===== config.mk =====
export PLATFORM = sky130hd
export DESIGN_NAME = booth_ctrl_flat
export DESIGN_NICKNAME = d
export VERILOG_FILES = /design/src/rtl/booth_pkg.sv /design/src/rtl/booth_if.sv /design/src/rtl/booth_iter_cnt.sv /design/src/rtl/booth_ctrl.sv /design/src/flat_wrapper.sv
export SDC_FILE = /design/constraint.sdc
export NUM_CORES = 1
export LEC_CHECK = 0
export CORE_ASPECT_RATIO = 0.8
export CORE_UTILIZATION = 40
export DETAILED_ROUTE_END_ITERATION = 8
export MAX_ROUTING_LAYER = met4
export PLACE_DENSITY_LB_ADDON = 0.12
export SLEW_MARGIN = 5
export SYNTH_ARGS = -nofsm -noshare
export SYNTH_HDL_FRONTEND = slang
export SYNTH_SLANG_ARGS = --single-unit

===== constraint.sdc =====
create_clock -name clk -period 1.7 [get_ports clk]
set_input_delay 0.255 -clock clk [delete_from_list [all_inputs] [get_ports clk]]
set_output_delay 0.255 -clock clk [all_outputs]
set_load 0.01 [all_outputs]

===== src/rtl/booth_pkg.sv =====
// Shared types and constants for the radix-2 Booth multiplier control unit.
package booth_pkg;

  localparam int N_DEF    = 4;
  localparam int CV_W     = 6;
  localparam int CV_RST   = 5;
  localparam int CV_ADD   = 4;
  localparam int CV_SUB   = 3;
  localparam int CV_LOAD  = 2;
  localparam int CV_SHIFT = 1;
  localparam int CV_DC    = 0;

  typedef enum logic [3:0] {
    S_IDLE, S_CLR, S_LOAD, S_EVAL, S_ADD, S_SUB, S_SHIFT, S_DONE, S_ERR
  } booth_state_t;

  // Moore control vector for each state; shift and dc always travel together.
  function automatic logic [CV_W-1:0] cv_of(booth_state_t s);
    logic [CV_W-1:0] v;
    v = '0;
    case (s)
      S_CLR:   v[CV_RST]  = 1'b1;
      S_LOAD:  v[CV_LOAD] = 1'b1;
      S_ADD:   v[CV_ADD]  = 1'b1;
      S_SUB:   v[CV_SUB]  = 1'b1;
      S_SHIFT: begin
        v[CV_SHIFT] = 1'b1;
        v[CV_DC]    = 1'b1;
      end
      default: v = '0;
    endcase
    return v;
  endfunction

endpackage


===== src/rtl/booth_if.sv =====
// Control bus between the Booth controller and its datapath / requester.
interface booth_if;
  import booth_pkg::*;

  logic            start;
  logic            Q1;
  logic            Q0;
  logic            count;
  logic [CV_W-1:0] cv;
  logic            busy;
  logic            done;
  logic            err;

  modport master (output start, Q1, Q0, count, input cv, busy, done, err);
  modport slave  (input start, Q1, Q0, count, output cv, busy, done, err);
endinterface


===== src/rtl/booth_iter_cnt.sv =====
// Saturating iteration counter; at_n says N shifts have been issued.
module booth_iter_cnt #(
  parameter int N     = 4,
  parameter int CNT_W = 3
) (
  input  logic clk,
  input  logic rst,
  input  logic i_clr,
  input  logic i_inc,
  output logic o_at_n
);

  logic [CNT_W-1:0] r_cnt;
  logic             w_at_n;

  assign w_at_n = (r_cnt == CNT_W'(N));
  assign o_at_n = w_at_n;

  // Count shifts, holding at N so a runaway datapath cannot wrap the check.
  always_ff @(posedge clk or posedge rst) begin
    if (rst)                   r_cnt <= '0;
    else if (i_clr)            r_cnt <= '0;
    else if (i_inc && !w_at_n) r_cnt <= r_cnt + 1'b1;
  end

endmodule


===== src/rtl/booth_ctrl.sv =====
// Radix-2 Booth multiplier sequencer with start/busy/done handshake and
// an independent iteration count that cross-checks the datapath counter.
module booth_ctrl
  import booth_pkg::*;
#(
  parameter int N     = N_DEF,
  parameter int CNT_W = 3
) (
  input  logic clk,
  input  logic rst,
  booth_if.slave bus
);

  booth_state_t    r_state;
  booth_state_t    w_nxt;
  logic [CV_W-1:0] r_cv;
  logic            r_busy;
  logic            r_done;
  logic            r_err;
  logic            w_accept;
  logic            w_at_n;

  assign w_accept = (r_state == S_IDLE) && bus.start;

  booth_iter_cnt #(.N(N), .CNT_W(CNT_W)) u_iter (
    .clk    (clk),
    .rst    (rst),
    .i_clr  (w_accept),
    .i_inc  (r_state == S_SHIFT),
    .o_at_n (w_at_n)
  );

  // Next state: EVAL compares datapath terminal flag against our own count.
  always_comb begin
    w_nxt = S_IDLE;
    case (r_state)
      S_IDLE:  w_nxt = bus.start ? S_CLR : S_IDLE;
      S_CLR:   w_nxt = S_LOAD;
      S_LOAD:  w_nxt = S_EVAL;
      S_EVAL: begin
        if (bus.count)   w_nxt = w_at_n ? S_DONE : S_ERR;
        else if (w_at_n) w_nxt = S_ERR;
        else begin
          case ({bus.Q1, bus.Q0})
            2'b10:   w_nxt = S_SUB;
            2'b01:   w_nxt = S_ADD;
            default: w_nxt = S_SHIFT;
          endcase
        end
      end
      S_ADD:   w_nxt = S_SHIFT;
      S_SUB:   w_nxt = S_SHIFT;
      S_SHIFT: w_nxt = S_EVAL;
      S_DONE:  w_nxt = S_IDLE;
      S_ERR:   w_nxt = S_IDLE;
      default: w_nxt = S_IDLE;
    endcase
  end

  // State register with outputs registered from the next state, so each
  // output is glitch-free and aligned with the state it belongs to.
  always_ff @(posedge clk or posedge rst) begin
    if (rst) begin
      r_state <= S_IDLE;
      r_cv    <= '0;
      r_busy  <= 1'b0;
      r_done  <= 1'b0;
      r_err   <= 1'b0;
    end else begin
      r_state <= w_nxt;
      r_cv    <= cv_of(w_nxt);
      r_busy  <= (w_nxt != S_IDLE) && (w_nxt != S_ERR);
      r_done  <= (w_nxt == S_DONE);
      if (w_nxt == S_ERR) r_err <= 1'b1;
      else if (w_accept)  r_err <= 1'b0;
    end
  end

  assign bus.cv   = r_cv;
  assign bus.busy = r_busy;
  assign bus.done = r_done;
  assign bus.err  = r_err;

endmodule


===== src/flat_wrapper.sv =====
// flat-port wrapper written by rule: the top's interface ports become plain ports
module booth_ctrl_flat import booth_pkg::*;
#(
  parameter int N     = N_DEF,
  parameter int CNT_W = 3
)
  (clk, rst, bus_start, bus_Q1, bus_Q0, bus_count, bus_cv, bus_busy, bus_done, bus_err);
  booth_if bus_i ();
  input  logic clk;
  input  logic rst;
  input wire logic [$bits(bus_i.start)-1:0] bus_start;
  input wire logic [$bits(bus_i.Q1)-1:0] bus_Q1;
  input wire logic [$bits(bus_i.Q0)-1:0] bus_Q0;
  input wire logic [$bits(bus_i.count)-1:0] bus_count;
  output wire logic [$bits(bus_i.cv)-1:0] bus_cv;
  output wire logic [$bits(bus_i.busy)-1:0] bus_busy;
  output wire logic [$bits(bus_i.done)-1:0] bus_done;
  output wire logic [$bits(bus_i.err)-1:0] bus_err;
  assign bus_i.start = bus_start;
  assign bus_i.Q1 = bus_Q1;
  assign bus_i.Q0 = bus_Q0;
  assign bus_i.count = bus_count;
  assign bus_cv = bus_i.cv;
  assign bus_busy = bus_i.busy;
  assign bus_done = bus_i.done;
  assign bus_err = bus_i.err;
  booth_ctrl #(.N(N), .CNT_W(CNT_W)) u_core (.clk(clk), .rst(rst), .bus(bus_i));
endmodule

## After elaboration in Yosys (flattened, before gate mapping)

Index checks and enable logic that the tools add are counted.

- Add/subtract/negate cells: 1
- Multiply operators: 0
- Div/mod/pow operators: 0
- Order comparisons: 0
- Equality and inequality tests: 17
- Shift-type cells: 0
- Multiplexer cells: 15
- Bitwise operators: 0
- Reductions and logical operators: 10

Operators by type and width:

| operator | number |
|---|---|
| $eq A4 B3 Y1 const B | 7 |
| $pmux W4 S5 | 1 |
| $eq A4 B2 Y1 const B | 3 |
| $mux W4 | 3 |
| $eq A4 B1 Y1 const B | 2 |
| $mux W1 | 7 |
| $mux W3 | 2 |
| $eq A4 B4 Y1 const B | 1 |
| $logic_not A4 Y1 | 1 |
| $ne A4 B4 Y1 const B | 1 |
| $pmux W2 S2 | 1 |
| $reduce_bool A2 Y1 | 2 |
| $reduce_bool A4 Y1 | 1 |
| $reduce_or A2 Y1 | 2 |
| $add A3 B1 Y3 const B | 1 |
| $eq A3 B3 Y1 const B | 1 |
| $logic_and A1 B1 Y1 | 3 |
| $eq A2 B1 Y1 const B | 1 |
| $eq A2 B2 Y1 const B | 1 |
| $mux W2 | 1 |
| $logic_not A1 Y1 | 1 |

- Bits in registers: 16
- Latch bits: 0
- RAM bits: 0
- Memory bits (read-only): 0
- Word-level logic and storage cells: 49
- Memories kept: 0

## Longest topological paths before layout

- Depth after elaboration: 7
- Depth in mapped cells: 7

## Modules after synthesis

A second synthesis with hierarchy kept.

- Cells, all modules: 71
- Area total of the unflattened synthesis: 745.7 um2

By module, submodules not included:

| module | instances | cells each | area an instance (um2) |
|---|---|---|---|
| booth_ctrl | 1 | 52 | 549.3 |
| booth_iter_cnt | 1 | 19 | 196.4 |

## Worst setup path before layout

Ideal clock, no wire load.

- Kind: flip-flop to flip-flop
- Start: register u_core.u_iter.r_cnt[0]
- End: register u_core.r_cv[1], in the netlist u_core.bus.cv[1]
- Setup time: 0.096 ns
- Arrival time: 1.337 ns
- Required time: 1.604 ns
- Slack: 0.267 ns
- Cell stages (with the launch flop): 7
- Path buffers: 0
- Period minus slack after synthesis: 1.433 ns
- Cells stage by stage: dfrtp_1 inv_1 ha_1 nand2_2 xor2_2 a41oi_2 nor4_2

- Cells in the longest elaborated chain, start to end: 6

Ends and longest elaborated chain:

| item | RTL line | RTL |
|---|---|---|
| start: declaration | booth_iter_cnt.sv:13 | `logic [CNT_W-1:0] r_cnt;` |
| start signal: assignment | booth_iter_cnt.sv:23 | `else if (i_inc && !w_at_n) r_cnt <= r_cnt + 1'b1;` |
| $eq A3 B3 Y1 (*) | booth_iter_cnt.sv:16 | `assign w_at_n = (r_cnt == CNT_W'(N));` |
| $mux W4 (on tied branches) | booth_ctrl.sv:42, booth_ctrl.sv:41 |  |
| $mux W4 (*) | booth_ctrl.sv:41 | `if (bus.count) w_nxt = w_at_n ? S_DONE : S_ERR;` |
| $pmux W4 S5 (*) | booth_ctrl.sv:36 | `case (r_state)` |
| $eq A4 B3 Y1 (*) | booth_pkg.sv:21 | `case (s)` |
| $mux W2 (*) | booth_pkg.sv:21 |  |
| end signal: assignment | booth_ctrl.sv:71 | `r_cv <= cv_of(w_nxt);` |
| end: declaration | booth_ctrl.sv:16 | `logic [CV_W-1:0] r_cv;` |

Mark *: on every way between the ends. The rest lies on a longest branch, timed or not.
A chain may end at the register's enable or synchronous reset.

## Final worst setup path

Ends and elaborated chain as after synthesis.

==> flow_metrics.tcl <==
set metrics [dict create \
    cp_slowest_stage_delay_ns 0.40 \
    crit_chain "inv_1 > ha_1 > nand2_2 > xor2_2 > a41oi_2 > nor4_2" \
    period_share_pct 93.7 \
    utilization_pct 55.3 \
    synthCells 71 \
    synth_top_area_cell "dfrtp_1" \
    seqPwrFrac_pct 41.7 \
    critPathKind "reg -> reg" \
    cts_made_buffers 3 \
    synth.area.top_cells "dfrtp_1, ha_1, a21oi_1" \
    vias 530 \
    crit_required_ns 1.90 \
    vias_per_cell 4.86 \
    grt_pass1_vias 477 \
    power_density_nw_per_um2 1550 \
    tightestPinTransition_ns 0.542 \
    cts_buffer_depth 2 \
    drive_above_1_share_pct 18.4 \
    clk_pin_slew_ns 0.09 \
    p_leak_nw 0.424 \
    htreeDepth 1 \
    slew_headroom_pct 63.8 \
    synth.most_common_cell "dfrtp_1" \
    yosysWarnings 0 \
    hold_violations 0 \
    clkPwrFrac_pct 13.9 \
    fmax_mhz 627 \
    dieWidth_um 50.0 \
    nNetsFinal 97 \
    final.min_clock_period_ns 1.59 \
    critPathCaptureType "register" \
    switching_share_pct 39.0 \
    synthArstFlopShare_pct 100 \
    p_sw_mw 0.561 \
    start_util_pct 43.9 \
    num_rows 13 \
    grt_max_degree 16 \
    synth_nets 80 \
    portBuffers 14 \
    status "finished clean" \
    intPower_mw 0.878 \
    finalWirelength_um 1270 \
    post_drt_wl_per_cell_um 11.7 \
    grt_use_total_pct 15.3 \
    drc 0 \
    maxSlewViolCount 0 \
    synth_common_cells "dfrtp_1, nor2_1, inv_1" \
    place_ws_ns 0.00304 \
    syn2layout_area_growth_pct 25.9 \
    dpl.hpwl_um 962 \
    setup_violations 0 \
    drv_cap 0 \
    coreArea_sq_um 1680 \
    grt-ovfl-total 0 \
    pwr-share-comb_pct 44.4 \
    clk_latency_ns 0.28 \
    arrival_ns 1.79 \
    detail-route-antenna-nets 0 \
    synth_edf_count 0 \
    netlist_area_sq_um 736 \
    fill_cells 158 \
    place.gp.congestion 0.780 \
    grt_pass1_wl_um 2080 \
    antenna_found_initial 0 \
    yosysTopAreaCellShare_pct 51.0 \
    root_buffer "clkbuf_4" \
    regArea_sq_um 375 \
    tritoncts "built" \
    peakVddDrop_v 0.000902 \
    dr.pass1.iters 4 \
    seq_area_frac_synth_pct 51.0 \
    synth.ff_latch_count 15 \
    fin_skew_ns 0.00461 \
    cp_max_fo 4 \
    ys.flop_type "dfrtp_1" \
    numClockSinks 15 \
    cp_slowest_cell "dfrtp_1" \
    n_antenna_cell 0 \
    avgSynthCellArea_sq_um 10.4 \
    cp-start-kind "register" \
    fin_ws_ns 0.106 \
    p_total_mw 1.44 \
    die_h_um 40.4 \
    ys_types 29 \
    die-area_sq_um 2020 \
    multiInputGateArea_sq_um 310 \
    first_iter_violations 36 \
    hold_class "in -> async" \
    ioPinCount 15 \
]
## metal layers
layer,share of wire [%],up-vias,global-route usage [%],wire [um]
met5,0,-,-,0
met4,0,0,3.57,0
met3,4.8,0,5.68,61
met2,42,18,23.6,538
met1,53,237,19.3,670
li1,-,275,-,-
## final timing paths
check	start	to	slack [ns]	cells after the start
min reg2reg	u_core.bus.err	u_core.bus.err	0.52	2
max	u_core.u_iter.r_cnt[0]	u_core.bus.cv[1]	0.11	6
max in group asynchronous	rst	u_core.bus.done	1.03	2
min in group clk	u_core.bus.err	u_core.bus.err	0.52	2
min	rst	u_core.u_iter.r_cnt[1]	0.31	2
max reg2reg	u_core.u_iter.r_cnt[0]	u_core.bus.cv[1]	0.11	6
## power by group through the flow
| stage | clock, mW | combinational, mW | sequential (mW) |
|---|---|---|---|
| after floorplan | 0 | 0.458 | 0.568 |
| after global placement | 0 | 0.603 | 0.601 |
| after detailed placement | 0 | 0.614 | 0.605 |
| after CTS | 0.204 | 0.617 | 0.598 |
| after global routing | 0.219 | 0.716 | 0.618 |
| final | 0.200 | 0.640 | 0.600 |
## through the flow
step / TNS, ns / hold WS, ns / instance area, sq um / instances
3_3_place_gp: 0 / 0.499 / 883 / 104
3_5_place_dp: 0 / 0.510 / 883 / 104
2_1_floorplan: 0 / 0.156 / 736 / 71
6_report: 0 / 0.310 / 926 / 109
4_1_cts: 0 / 0.338 / 911 / 108
5_1_grt: -0.00101 / 0.386 / 926 / 109
## layout by cell type, fill, tap and decap left out, types with 2 or more instances in the layout
master           count
and3_1               2
nand3_1              3
dfrtp_1             15
buf_4                2
a21oi_2              2
a21oi_1              4
clkbuf_4             3
nor3_1               3
nor2_1               8
clkdlybuf4s50_1     14
inv_1                7
nand2_1              3
ha_1                 3
o211ai_1             2
## flip-flops by register name, indices dropped and copies added, names as in the netlist
| register | count |
|---|---|
| u_core.bus.err | 1 |
| u_core.bus.done | 1 |
| u_core.u_iter.r_cnt | 3 |
| u_core.bus.busy | 1 |
| u_core.bus.cv | 5 |
| u_core.r_state | 4 |
## layout make-up
cell class | instances | share of cell area [%]
well taps | 22 | 2.97
repair buffers | 16 | 16.8
flip-flops and latches | 15 | 40.5
clock inverters | 1 | 0.541
clock buffers | 3 | 2.43
multi-input cells | 44 | 33.5
inverters | 8 | 3.24
## timing repair
action,in CTS,in global routing
endpoints found under the setup margin,0,1
setup buffers,0,1
hold buffers,0,0
resized for setup,0,2
## logic make-up after synthesis
kind of cell             count (synthesis)  synth area share [%]
AO/OA/AOI/OAI                           13                  13.1
buffers and inverters                   12                  7.82
adder cells (fa/ha/maj)                  3                  5.10
AND/OR/NAND/NOR                         25                  18.4
XOR/XNOR                                 3                  4.59
flip-flops                              15                  51.0
## critical path, delay by kind of cell, from the launching register on
family	cells	cell delay, ns
adder cells (fa/ha/maj)	1	0.23
AND/OR/NAND/NOR	2	0.41
buffers and inverters	1	0.09
AO/OA/AOI/OAI	1	0.18
XOR/XNOR	1	0.20
flip-flops	1	0.40
No activity file was read; power rests on OpenSTA's default activity.
